--- config.mk ---
export PLATFORM = sky130hd
export DESIGN_NAME = cnt_arb_seq
export DESIGN_NICKNAME = d
export VERILOG_FILES = /design/src/rtl/cnt_arb_seq.sv
export SDC_FILE = /design/constraint.sdc
export NUM_CORES = 1
export LEC_CHECK = 0
export CORE_UTILIZATION = 53
export DETAILED_ROUTE_END_ITERATION = 12
export PLACE_DENSITY_LB_ADDON = 0.12
export RECOVER_POWER = 100
export SETUP_SLACK_MARGIN = 0.05
export SYNTH_ARGS = -nofsm -noshare
export SYNTH_HDL_FRONTEND = slang
export SYNTH_SLANG_ARGS = --single-unit
--- constraint.sdc ---
create_clock -name clk -period 3.3 [get_ports clk]
set_clock_uncertainty 0.2 [all_clocks]
set_input_delay 0.66 -clock clk [delete_from_list [all_inputs] [get_ports clk]]
set_output_delay 0.66 -clock clk [all_outputs]
set_load 0.05 [all_outputs]
--- src/rtl/cnt_arb_seq.sv ---
// Two-requester round-robin arbiter driving a shared up/down run counter.
// Each granted run goes IDLE -> RUN (len+1 counts) -> DONE (one-cycle pulse) -> IDLE.
module cnt_arb_seq #(
  parameter int W = 4
) (
  input  logic         clk,
  input  logic         re,
  input  logic [1:0]   req,
  input  logic [W-1:0] len0,
  input  logic [W-1:0] len1,
  input  logic [1:0]   up,
  output logic [1:0]   gnt,
  output logic [W-1:0] c,
  output logic         busy,
  output logic         done
);

  localparam logic [1:0] S_IDLE = 2'd0;
  localparam logic [1:0] S_RUN  = 2'd1;
  localparam logic [1:0] S_DONE = 2'd2;

  localparam logic [W-1:0] C_ONE  = {{(W-1){1'b0}}, 1'b1};
  localparam logic [W-1:0] C_ZERO = '0;

  logic [1:0]   state_q, state_d;
  logic         ptr_q, ptr_d;
  logic [W-1:0] len_q, len_d;
  logic         up_q, up_d;
  logic [1:0]   gnt_q, gnt_d;
  logic [W-1:0] c_q, c_d;
  logic         busy_q, busy_d;
  logic         done_q, done_d;

  logic         win;
  logic [W-1:0] win_len;
  logic [W-1:0] end_val;

  // Contention goes to the favoured requester; a lone request wins outright.
  always_comb begin
    win     = (req == 2'b11) ? ptr_q : req[1];
    win_len = win ? len1 : len0;
    end_val = up_q ? len_q : C_ZERO;
  end

  always_comb begin
    state_d = state_q;
    ptr_d   = ptr_q;
    len_d   = len_q;
    up_d    = up_q;
    gnt_d   = gnt_q;
    c_d     = c_q;
    busy_d  = busy_q;
    done_d  = 1'b0;
    case (state_q)
      S_IDLE: begin
        if (req != 2'b00) begin
          state_d = S_RUN;
          gnt_d   = win ? 2'b10 : 2'b01;
          len_d   = win_len;
          up_d    = up[win];
          c_d     = up[win] ? C_ZERO : win_len;
          busy_d  = 1'b1;
        end
      end
      S_RUN: begin
        if (c_q == end_val) begin
          state_d = S_DONE;
          done_d  = 1'b1;
        end else begin
          c_d = up_q ? (c_q + C_ONE) : (c_q - C_ONE);
        end
      end
      S_DONE: begin
        state_d = S_IDLE;
        gnt_d   = 2'b00;
        busy_d  = 1'b0;
        // Favour whichever requester was not just served.
        ptr_d   = gnt_q[0];
      end
      default: begin
        state_d = S_IDLE;
        gnt_d   = 2'b00;
        busy_d  = 1'b0;
      end
    endcase
  end

  always_ff @(posedge clk or negedge re) begin
    if (!re) begin
      state_q <= S_IDLE;
      ptr_q   <= 1'b0;
      len_q   <= '0;
      up_q    <= 1'b0;
      gnt_q   <= 2'b00;
      c_q     <= '0;
      busy_q  <= 1'b0;
      done_q  <= 1'b0;
    end else begin
      state_q <= state_d;
      ptr_q   <= ptr_d;
      len_q   <= len_d;
      up_q    <= up_d;
      gnt_q   <= gnt_d;
      c_q     <= c_d;
      busy_q  <= busy_d;
      done_q  <= done_d;
    end
  end

  assign gnt  = gnt_q;
  assign c    = c_q;
  assign busy = busy_q;
  assign done = done_q;

endmodule

==> results of run 1 <==
[how the worst min path moves through the flow]
stage / slack, ps / startpoint / end / cells after the start
after floorplan: 160 / re / busy$_DFFE_PN0P_ / 0
after global placement: 270 / busy$_DFFE_PN0P_ / busy$_DFFE_PN0P_ / 1
after detailed placement: 290 / busy$_DFFE_PN0P_ / busy$_DFFE_PN0P_ / 1
after CTS: 310 / busy$_DFFE_PN0P_ / busy$_DFFE_PN0P_ / 1
after global routing: 310 / busy$_DFFE_PN0P_ / busy$_DFFE_PN0P_ / 1
final: 310 / busy$_DFFE_PN0P_ / busy$_DFFE_PN0P_ / 1
[cells by family (layout without fill, tap and decap cells)]
family,count (synthesis),in the layout,share of synthesized area [%]
AND/OR/NAND/NOR,35,35,20.0
multiplexers,6,6,5.85
XOR/XNOR,4,4,3.42
adder cells (fa/ha/maj),3,3,4.39
flip-flops,16,16,39.0
AO/OA/AOI/OAI,33,33,23.3
buffers and inverters,8,32,4.02
[registers in the layout, indices dropped and copies added, names as in the netlist]
signal	count
gnt	2
busy	1
done	1
up_q	1
len_q	4
ptr_q	1
c	4
state_q	2
[layout make-up]
type,count,area [um2]
Tap cell,25,31.3
Inverter,5,18.8
Timing Repair Buffer,23,221
Sequential cell,16,400
Fill cell,146,477
Clock buffer,4,36.3
Multi-Input combinational cell,81,579
[metal layers]
metal | vias up | wire length [um]
met5 | - | 0
met4 | 0 | 12
met3 | 2 | 60
li1 | 429 | -
met2 | 19 | 927
met1 | 415 | 1060
[Yosys cell counts (2+ instances only)]
cell,instances
sky130_fd_sc_hd__dfrtp_1,16
sky130_fd_sc_hd__o21ai_0,10
sky130_fd_sc_hd__a21oi_1,8
sky130_fd_sc_hd__nand2_1,8
sky130_fd_sc_hd__nor2_1,8
sky130_fd_sc_hd__mux2i_1,6
sky130_fd_sc_hd__inv_1,5
sky130_fd_sc_hd__nand2b_1,4
sky130_fd_sc_hd__nand3b_1,3
sky130_fd_sc_hd__or3b_2,3
sky130_fd_sc_hd__a221o_1,2
sky130_fd_sc_hd__and2_1,2
sky130_fd_sc_hd__ha_1,2
sky130_fd_sc_hd__xnor2_1,2
sky130_fd_sc_hd__xor2_1,2
[per-stage QoR]
stage / setup slack [ps] / total power [W] / instance area [um2] / std cells
floorplan: 1000 / 0.00102 / 1030 / 105
global placement: 793 / 0.00121 / 1260 / 150
detailed placement: 789 / 0.00123 / 1260 / 150
CTS: 774 / 0.00136 / 1300 / 154
global route: 524 / 0.00143 / 1290 / 154
finish: 726 / 0.00133 / 1290 / 154
[where the power goes]
group	internal, W	switching (W)	leakage (nW)
registers	0.000292	0.000121	0.191
logic	0.000346	0.000446	0.349
clock network	0.0000670	0.0000608	0.0210
[cells in the final DEF, fill, tap and decap left out, types with 2 or more instances in the layout]
cell type	instances
sky130_fd_sc_hd__nand2b_1	4
sky130_fd_sc_hd__inv_1	5
sky130_fd_sc_hd__ha_1	2
sky130_fd_sc_hd__o21ai_0	11
sky130_fd_sc_hd__dfrtp_1	16
sky130_fd_sc_hd__xor2_1	2
sky130_fd_sc_hd__nor2_1	8
sky130_fd_sc_hd__nand2_1	8
sky130_fd_sc_hd__dlygate4sd3_1	10
sky130_fd_sc_hd__xnor2_1	2
sky130_fd_sc_hd__a221o_1	2
sky130_fd_sc_hd__mux2i_1	6
sky130_fd_sc_hd__clkbuf_4	3
sky130_fd_sc_hd__clkdlybuf4s50_1	11
sky130_fd_sc_hd__a21oi_1	8
sky130_fd_sc_hd__nand3b_1	3
sky130_fd_sc_hd__or3b_2	3
==> impl_summary.md, run 1 <==
Clock tree
The clock net sink count is 16. The total number of H-tree levels is 1. The post-CTS setup buffer count is 0. The clock latency at the later pin of the worst-skew pair is 280 ps. The clock buffer count from CTS is 3. CTS placed an instance of sky130_fd_sc_hd__clkbuf_4 at the clock tree root.

No sink is reached through more buffers than the 2 on the longest clock path. The total of hold buffers inserted after clock tree synthesis is 0. Post-CTS repair changed the size of 0 cells. The CTS tree is done.

The clock-pin transition on the worst setup and hold timing paths is 90 ps.

Critical path
The launch point of the worst reg-to-reg path is up_q$_DFFE_PN0P_. The standard cell with the maximum stage delay on the critical path is sky130_fd_sc_hd__dlygate4sd3_1. Broken down by cell family, the worst path's largest delay share belongs to buffers and inverters. For this run, the slowest stage of the critical path takes 920 ps. The flop-to-flop setup slack is 1000 ps.

The cell depth of the worst setup path is 1. The worst setup path is launched from a flip-flop. The critical path goes through dlygate4sd3_1. Counting cells, the worst reg-to-reg path comes to 7. Data on the critical path is required at its endpoint by 2440 ps. The destination of the critical timing path is c[0]. The start point of the critical path is c[0]$_DFFE_PN0P_. The worst setup path is of the flip-flop to output pin kind.

The data arrival at the endpoint of the critical path is 1710 ps. The number of buffer and inverter stages on the critical path is 1. The worst register-to-register path ends at c[3]$_DFFE_PN0P_. The sort of element at the end of the critical path is an output pin. The maximum fanout count along the critical path is 8.

Synth
The register bit total from synthesis is 16. The post-synthesis cell area is 1030 um2. Counting flops with an async set or reset pin after synthesis yields a share of 100%.

Counting every net in the synthesized netlist gives 122. In the post-synthesis netlist, the biggest area contributors are sky130_fd_sc_hd__dfrtp_1 (39%), sky130_fd_sc_hd__mux2i_1 (5.9%), sky130_fd_sc_hd__o21ai_0 (4.9%). In the synthesized netlist, the number of instances is 105. The share of the Yosys chip area taken by registers is 39.0%. The fraction of synthesized cell area taken by the top area cell type is 39.0%. The cell taking the most area after synthesis is sky130_fd_sc_hd__dfrtp_1. The number of synthesized flops with an enable pin is 0. The mean cell area of the mapped netlist is 9.77 um2.

The most used flip-flop cell after synthesis is sky130_fd_sc_hd__dfrtp_1. Yosys mapped the design onto 39 distinct sky130hd cell types. The number of warnings issued by yosys is 0.

Timing
In the final timing run, aggregate negative setup slack is 0 ps. In this run the tightest slew margin relative to its limit is 51.0%. Setup repair after global routing left no endpoint under its margin.

The number of max-slew violations in the final report is 0. The smallest clock period supported by the final layout is computed as 2570 ps. For the pin with the worst max-slew slack, the measured transition is 733 ps. The final period utilization is 78.0%.

The highest attainable clock frequency is 0.389 GHz. The final worst hold slack is 306 ps. Setup violations remaining at the end of the flow were counted as 0. The final-report hold violation count is 0.

Worst hold path
The path category of the worst min-delay check is flip-flop to flip-flop.

Global route
For met3 alone, demand over resource in global routing was 2.38%. The first-pass GRT wire length is 3.34 mm. The number of global-route vias before repair is 789. Global routing used 22.1% of the available tracks. The met2 track demand over resource in global routing is 34.1%. The routing usage on met1 is 31.5%. The number of antenna violations at the first check in global routing is 0. The maximum number of pins on one net before global-route repair is 17. Global routing finished with a remaining overflow of 0. met2 is the most crowded layer.

Floorplan
The total area inside the core boundary comes to 1760 um2. Pin placement for this block handled 22 I/O pins. The initialized floorplan defines 15 standard-cell rows.

The starting density of the core is 58.2%. From bottom edge to top edge, the die measures 46.0 um. The overall die width is 46.0 um. The die covers 2120 um2.

Drt
The wire length reported by the detailed router is 2.06 mm. The overall via count from detail_route is 865. Dividing the detail-routed wire length by the instance count gives 13.4 um.

The initial detailed-routing violation count is 8. The number of iterations in the first detailed-routing pass is 4. The count of nets left with antenna violations once routing finished came out at 0. The via density per instance is 5.62. After detailed routing, the number of remaining DRC violations is 0.

Cells and area
The number of antenna diodes in the final layout is 0. Cells fill 73.0% of the core in the end. At the end of the flow, the number of nets in the layout was 147. The area growth from synthesis to final layout is 25.5%. In the final layout, the share of cells above drive strength 1 is 10.9%.

Pwr
The power density normalized to cell area is 1040 nW/um2. In this run the static leakage power is 0.561 nW. Across the VDD grid, the largest voltage drop is 0.000605 V.

Placement
The number of buffers added on ports is 21. The wire-length estimate of the detail-placed layout is 1.63 mm. Routability-driven placement finished with a final weighted congestion of 0.858.

Job
The tool flagged a number of max-cap violations equal to 0.

Outcome
The flow ran to the end, and the final reports show no timing, DRC or antenna violations.
No activity file was read; power rests on OpenSTA's default activity.
==> inputs of run 2 (changes only) <==
- CORE_UTILIZATION: 53 -> 45
- clock period: 3.3 -> 2.1 ns (I/O delays scaled with it)
==> run 2 against run 1 <==
Effect of this change:
- critical path depth grew 6
- largest power group unchanged
- largest cell class unchanged
- sequential share of layout area decreased by 0.67 points
- cell area rose by 2.5%
- die area increased by 17%
- highest routed layer unchanged
- utilization down 8.3 points
- power is 59% higher
==> impl_summary.md, run 2 (synthesis gave the netlist of run 1 again) <==
Critical path
The launch point of the worst reg-to-reg path is up_q$_DFFE_PN0P_. The sort of element at the end of the critical path is a flip-flop. The maximum fanout count along the critical path is 3 (-5). The endpoint required time on the critical path came to 2080 ps (-360 ps). The critical path class is flip-flop to flip-flop. The start point of the critical path is up_q$_DFFE_PN0P_. The data arrival at the endpoint of the critical path is 1950 ps (+240 ps). The startpoint kind of the worst setup timing path is a flip-flop.

Global route
The met2 track demand over resource in global routing is 34.5% (+0.37 points). The all-layer global routing usage is 21.2% (-0.94 points). The maximum number of pins on one net before global-route repair is 17 (unchanged).

The most used routing layer in global routing is met2. The routing usage on met1 is 28.5% (-3.1 points). The number of antenna violations at the first check in global routing was 0 (unchanged). The total congestion overflow after global routing is 0 (unchanged). The first-pass GRT wire length was 4.00 mm (+20%). The met3 track utilization from global routing came to 3.40% (+1.0 points). The number of global-route vias before repair is 915 (+16%).

Cells and area
Leaving out fill and tap cells, the most frequent cells in the layout are sky130_fd_sc_hd__dfrtp_1 (15), sky130_fd_sc_hd__clkdlybuf4s50_1 (11), sky130_fd_sc_hd__o21ai_0 (10). The net total in the final layout was 156 (+6.1%). The core occupancy in the finished layout is 64.6% (-8.3 points). The fraction of layout cells with a size suffix above 1 was 19.6% (+8.7 points). The total inserted antenna cells was 0 (unchanged). The area of all placed cells without fillers is 1320 um2 (+2.5%). Compared with the post-synthesis result, the final layout area differs by 28.7%.

The count of fill cells added during filler insertion was 191 (+31%). The library cell used most frequently in the layout, excluding fill and tap cells, is sky130_fd_sc_hd__dfrtp_1.

Floorplan
The overall die width came to 49.8 um (+8.2%). The starting density of the core came to 50.2% (-7.9 points). The number of top-level pins came to 22 (unchanged). The total die area is 2480 um2 (+17%). The die height is 49.8 um (+8.2%). The total core area came to 2040 um2 (+16%). The site row count is 16 (+1).

Clock tree
The clock net sink count is 16 (unchanged). The clock latency at the later pin of the worst-skew pair is 280 ps (about the same). The library cell used as clock root buffer is sky130_fd_sc_hd__clkbuf_4. The count of cells resized by post-cts repair is 1 (+1). The total of hold buffers inserted after clock tree synthesis is 0 (unchanged).

The total number of H-tree levels is 1 (unchanged). The maximum clock path buffer count is 2 (unchanged). The clock-pin transition on the worst setup and hold timing paths is 100 ps (about the same).

The clock buffer count from CTS is 3 (unchanged). The post-CTS setup buffer count is 0 (unchanged). TritonCTS built the clock tree.

Worst hold path
In this run the most critical hold path is launched from busy$_DFFE_PN0P_. The path class of the tightest hold or removal check is flip-flop to flip-flop.

Timing
The minimum period implied by the final worst setup slack is 1970 ps. The final-report hold violation count is 0 (unchanged). The number of max-slew violations in the final report is 0 (unchanged).

The highest attainable clock frequency is 0.507 GHz. The number of setup violations in the final report was 0 (unchanged). Dividing the final minimum period by the clock period gives 94.0%. Setup repair after global routing left no endpoint under its margin.

The pin slew with the least headroom to its limit came to 904 ps (+172 ps). The relative slew slack is 39.7% (-11 points). The worst setup margin is 126 ps (-600 ps).

Drt
The initial detailed-routing violation count is 15 (+7). The number of iterations in the first detailed-routing pass is 4 (unchanged). The remaining design rule violation count is 0 (unchanged).

The average wire per standard cell is 13.2 um (-0.95%). The wire length reported by the detailed router is 2.18 mm (+6.1%). The overall via count from detail_route is 908 (+5.0%). The via density per instance was 5.50 (-2.0%).

The remaining antenna violation count after routing is 0 (unchanged).

Placement
The cell area reported after detailed placement was 1330 um2 (+5.2%). The half-perimeter wire length of the detailed placement result is 1.77 mm (+8.4%). The number of buffers added on ports is 21 (unchanged).

The worst setup timing slack at the placement stage is -94.6 ps (-884 ps). The final weighted congestion in routability-driven placement is 0.853 (-0.58%).

Pwr
The power density normalized to cell area was 1610 nW/um2 (+55%). The standby leakage power is 0.577 nW (+2.8%). The worst vdd rail ir drop is 0.000918 V (+52%). The final total power was 0.00212 W (+59%).

Outcome
The run finished with clean final reports.

Job
The reported max-cap violation count was 0 (unchanged).
[run 2: final cells by class]
type	count	area [um2]	share of cell area [%]
flip-flops and latches	16	402	30.4
well taps	27	33.8	2.56
inverters	5	18.8	1.42
clock buffers	4	36.3	2.75
multi-input cells	81	593	44.9
repair buffers	32	236	17.9
[run 2: path summary, 6_finish.rpt]
kind,endpoint,slack [ps],cells past startpoint
setup / recovery,c[3]$_DFFE_PN0P_,130,7
hold / removal,busy$_DFFE_PN0P_,290,1
setup reg to reg,c[3]$_DFFE_PN0P_,130,7
hold reg to reg,busy$_DFFE_PN0P_,290,1
max in group asynchronous,c[1]$_DFFE_PN0P_,520,2
min in group asynchronous,ptr_q$_DFFE_PN0N_,570,2
[run 2: stage by stage]
stage / TNS (ps) / std cells / hold WS, ps
floorplan: 0 / 105 / -75.6
global route: 0 / 165 / 306
CTS: 0 / 165 / 237
finish: 0 / 165 / 291
detailed placement: -210 / 161 / 276
global placement: -64.5 / 161 / 269
[run 2: power breakdown]
part           switching, W  total (W)  internal, W  leakage, nW
clock             0.0000989   0.000204     0.000105       0.0210
combinational      0.000748    0.00129     0.000545        0.366
sequential         0.000164   0.000624     0.000461        0.190
total               0.00101    0.00212      0.00111        0.577
[run 2: layer usage]
| metal | vias to the layer above | wire, um | part of all wire [%] |
|---|---|---|---|
| met1 | 437 | 1060 | 49 |
| met4 | 0 | 8 | 0.37 |
| met2 | 21 | 1030 | 47 |
| met5 | - | 0 | 0 |
| met3 | 2 | 78 | 3.6 |
| li1 | 448 | - | - |
[run 2: critical path, stage by stage, from the launching register on]
cell and delay (ps):
sky130_fd_sc_hd__dfrtp_1 400, sky130_fd_sc_hd__inv_2 100, sky130_fd_sc_hd__ha_4 200, sky130_fd_sc_hd__a21o_2 210, sky130_fd_sc_hd__a21oi_2 140, sky130_fd_sc_hd__xnor2_1 90
sky130_fd_sc_hd__a22o_1 240, sky130_fd_sc_hd__a211o_1 290
==> inputs of run 3 (changes only) <==
- CTS_CLUSTER_SIZE: unset -> 30
- REMOVE_ABC_BUFFERS: unset -> 1
- TNS_END_PERCENT: unset -> 1
==> run 3 against run 2 <==
Effect of this change:
- setup slack lost 57 ps
- flip-flop and latch count is the same
- clock-buffer cell count shrank 1
- sequential power shrank 1%
- power shrank 1.4%
- sequential share of layout area shrank 0.12 points
- register-to-register slack is essentially flat
- maximum frequency shrank 2.8%
- wire length shrank 1.6%
- critical endpoint is now done
- largest power group unchanged
- highest routed layer unchanged
==> impl_summary.md, run 3 (synthesis gave the netlist of run 1 again) <==
Timing
The number of max-slew violations in the final report is 0 (unchanged). The final period utilization is 96.7% (+2.7 points). The highest attainable clock frequency is 0.492 GHz (-2.8%). The pin slew with the least headroom to its limit came to 898 ps (-6.51 ps). The minimum period implied by the final worst setup slack is 2030 ps (+57.3 ps). The relative slew slack is 40.1% (+0.43 points). The final-report hold violation count is 0 (unchanged).

The number of setup violations in the final report is 0 (unchanged). Setup repair after global routing could not meet its margin everywhere. The final worst hold slack was 291 ps (+0.138 ps).

Pwr
The internal power was 0.00108 W (-2.5%). The proportion of power drawn by combinational gates is 62.6% (+1.7 points). The power density normalized to cell area is 1580 nW/um2 (-1.5%). The standby leakage power is 0.586 nW (+1.6%). The worst vdd rail ir drop is 0.000958 V (+4.3%). The switching power as a share of total power is 48.3% (+0.61 points). The portion of total power attributed to the clock network is 8.0% (-1.6 points).

The net switching power is 0.00101 W (-0.15%). The sequential cell fraction of total power is 29.4% (about the same).

Global route
The first-pass GRT wire length is 3.75 mm (-6.2%). The all-layer global routing usage is 20.7% (-0.46 points). The number of antenna violations at the first check in global routing is 0 (unchanged). The maximum number of pins on one net before global-route repair is 17 (unchanged). The number of global-route vias before repair is 855 (-6.6%). The total congestion overflow after global routing came to 0 (unchanged).

Critical path
The launch point of the worst reg-to-reg path is up_q$_DFFE_PN0P_. STA classifies the critical path startpoint as a flip-flop. The critical path class is flip-flop to output pin. The delay of the slowest cell on the worst path was 790 ps (+390 ps). The flop-to-flop setup slack was 120 ps (about the same). The maximum fanout count along the critical path came to 1 (-2). The signal on the critical path passes through clkdlybuf4s50_1. The worst setup path is captured at an output pin. The standard cell with the maximum stage delay on the critical path is sky130_fd_sc_hd__clkdlybuf4s50_1. The depth of the worst register-to-register path came to 7 (unchanged). The worst reg2reg path endpoint is c[3]$_DFFE_PN0P_. Grouping stages by cell kind, the critical path spends the most delay in buffers and inverters. The number of buffer and inverter stages on the critical path came to 1 (unchanged). The data arrival at the endpoint of the critical path came to 1410 ps (-540 ps).

The endpoint required time on the critical path is 1480 ps (-600 ps).

Drt
The via density per instance is 5.46 (-0.87%). The wire length reported by the detailed router came to 2.15 mm (-1.6%). The overall via count from detail_route is 911 (+0.33%). The initial detailed-routing violation count is 19 (+4). The average wire per standard cell is 12.9 um (-2.8%).

The number of iterations in the first detailed-routing pass is 4 (unchanged). The remaining design rule violation count is 0 (unchanged). The remaining antenna violation count after routing is 0 (unchanged).

Cells and area
The net total in the final layout is 159 (+1.9%). The area of all placed cells without fillers is 1320 um2 (about the same). The count of fill cells added during filler insertion is 188 (-1.6%).

The total inserted antenna cells was 0 (unchanged). The area growth from synthesis to final layout is 28.8% (about the same). The most common cell after layout, fill and taps aside is sky130_fd_sc_hd__dfrtp_1. The fraction of layout cells with a size suffix above 1 is 18.6% (-0.99 points).

The top cell types in the final layout, fill and taps aside, are sky130_fd_sc_hd__dfrtp_1 (16), sky130_fd_sc_hd__clkdlybuf4s50_1 (12), sky130_fd_sc_hd__buf_4 (12).

Clock tree
The count of cells resized by post-cts repair is 0 (-1). The maximum clock path buffer count was 2 (unchanged). The clock latency at the later pin of the worst-skew pair came to 290 ps (about the same). TritonCTS built the clock tree.

The total of hold buffers inserted after clock tree synthesis is 0 (unchanged). The total number of H-tree levels is 1 (unchanged). The library cell used as clock root buffer is sky130_fd_sc_hd__clkbuf_4. The clock net sink count is 16 (unchanged). The clock buffer count from CTS came to 3 (unchanged).

The post-CTS setup buffer count was 0 (unchanged). The clock-pin transition on the worst setup and hold timing paths is 90 ps (about the same).

Placement
The half-perimeter wire length of the detailed placement result came to 1.67 mm (-5.6%). The final weighted congestion in routability-driven placement is 0.746 (-13%). The cell area reported after detailed placement is 1340 um2 (+0.76%). The number of buffers added on ports is 21 (unchanged).

Floorplan
The total core area is 2040 um2 (unchanged). The die height came to 49.8 um (unchanged). The total die area is 2480 um2 (unchanged).

The site row count was 16 (unchanged). The number of top-level pins is 22 (unchanged). The overall die width is 49.8 um (unchanged). The starting density of the core was 50.2% (unchanged).

Outcome
The flow ran to the end, and the final reports show no timing, DRC or antenna violations.

Job
The reported max-cap violation count is 0 (unchanged).

Worst hold path
The path with the worst hold slack has its endpoint at busy$_DFFE_PN0P_. The startpoint identified for the worst hold timing path is busy$_DFFE_PN0P_. The path class of the tightest hold or removal check is flip-flop to flip-flop. The instance count along the most critical hold path is 1 (unchanged).
[run 3: cell count changes in the layout (fill, tap and decap cells not counted)]
cell                              change
sky130_fd_sc_hd__and2_1               -1
sky130_fd_sc_hd__buf_4                +3
sky130_fd_sc_hd__clkdlybuf4s50_1      +1
sky130_fd_sc_hd__ha_1                 +1
sky130_fd_sc_hd__inv_2                -1
sky130_fd_sc_hd__dfrtp_1              +1
sky130_fd_sc_hd__clkbuf_8             -1
sky130_fd_sc_hd__and2_0               +1
sky130_fd_sc_hd__dfrtp_2              -1
sky130_fd_sc_hd__clkbuf_1             -1
sky130_fd_sc_hd__inv_1                +1
sky130_fd_sc_hd__ha_4                 -1
[run 3: how the worst max path moves through the flow]
stage | to | depth (start not counted) | slack [ps] | start
2_1_floorplan | c[3]$_DFFE_PN0P_ | 5 | -230 | req[0]
3_3_place_gp | c[0]$_DFFE_PN0P_ | 7 | -9 | req[0]
3_5_place_dp | c[0]$_DFFE_PN0P_ | 7 | -40 | req[0]
4_1_cts | done | 1 | 60 | done$_DFF_PN0_
5_1_grt | c[1]$_DFFE_PN0P_ | 5 | 20 | c[0]$_DFFE_PN0P_
6_report | done | 1 | 70 | done$_DFF_PN0_
[run 3: worst register-to-register path, cell delays in order, from the launching register on]
cell and delay [ps]:
sky130_fd_sc_hd__dfrtp_1 380, sky130_fd_sc_hd__inv_1 80, sky130_fd_sc_hd__ha_1 230, sky130_fd_sc_hd__a21o_2 220, sky130_fd_sc_hd__a21oi_2 150, sky130_fd_sc_hd__xnor2_1 90, sky130_fd_sc_hd__a22o_1 240, sky130_fd_sc_hd__a211o_1 280
[run 3: metal layers]
layer	GRT usage (%)	vias to the layer above	part of all wire, %
li1	-	448	-
met1	25.3	428	46
met4	10.0	0	2.0
met5	0	-	0
met2	35.6	30	48
met3	2.78	5	4.8
[run 3: power groups by stage]
stage | sequential (W) | combinational, W | clock (W)
final | 0.000615 | 0.00131 | 0.000167
after global routing | 0.000644 | 0.00143 | 0.000183
after CTS | 0.000615 | 0.00137 | 0.000169
after detailed placement | 0.000621 | 0.00137 | 0
after global placement | 0.000609 | 0.00134 | 0
after floorplan | 0.000865 | 0.000709 | 0
[run 3: area by class of cell]
cell class / count / area (um2) / share of cell area [%]
multi-input cells: 81 / 581 / 43.9
inverters: 5 / 18.8 / 1.42
well taps: 27 / 33.8 / 2.56
flip-flops and latches: 16 / 400 / 30.3
clock buffers: 3 / 22.5 / 1.70
repair buffers: 35 / 265 / 20.1
[run 3: per-stage QoR]
step                setup slack (ps)  util [%]  TNS [ps]  total power [W]  cells
floorplan                       -230         -      -855          0.00157    102
global placement               -9.41      65.4     -9.41          0.00195    164
detailed placement             -35.2      65.4      -102          0.00199    164
CTS                             60.6      66.5         0          0.00216    167
global route                    23.8      64.7         0          0.00225    167
finish                          68.4      64.7         0          0.00209    167
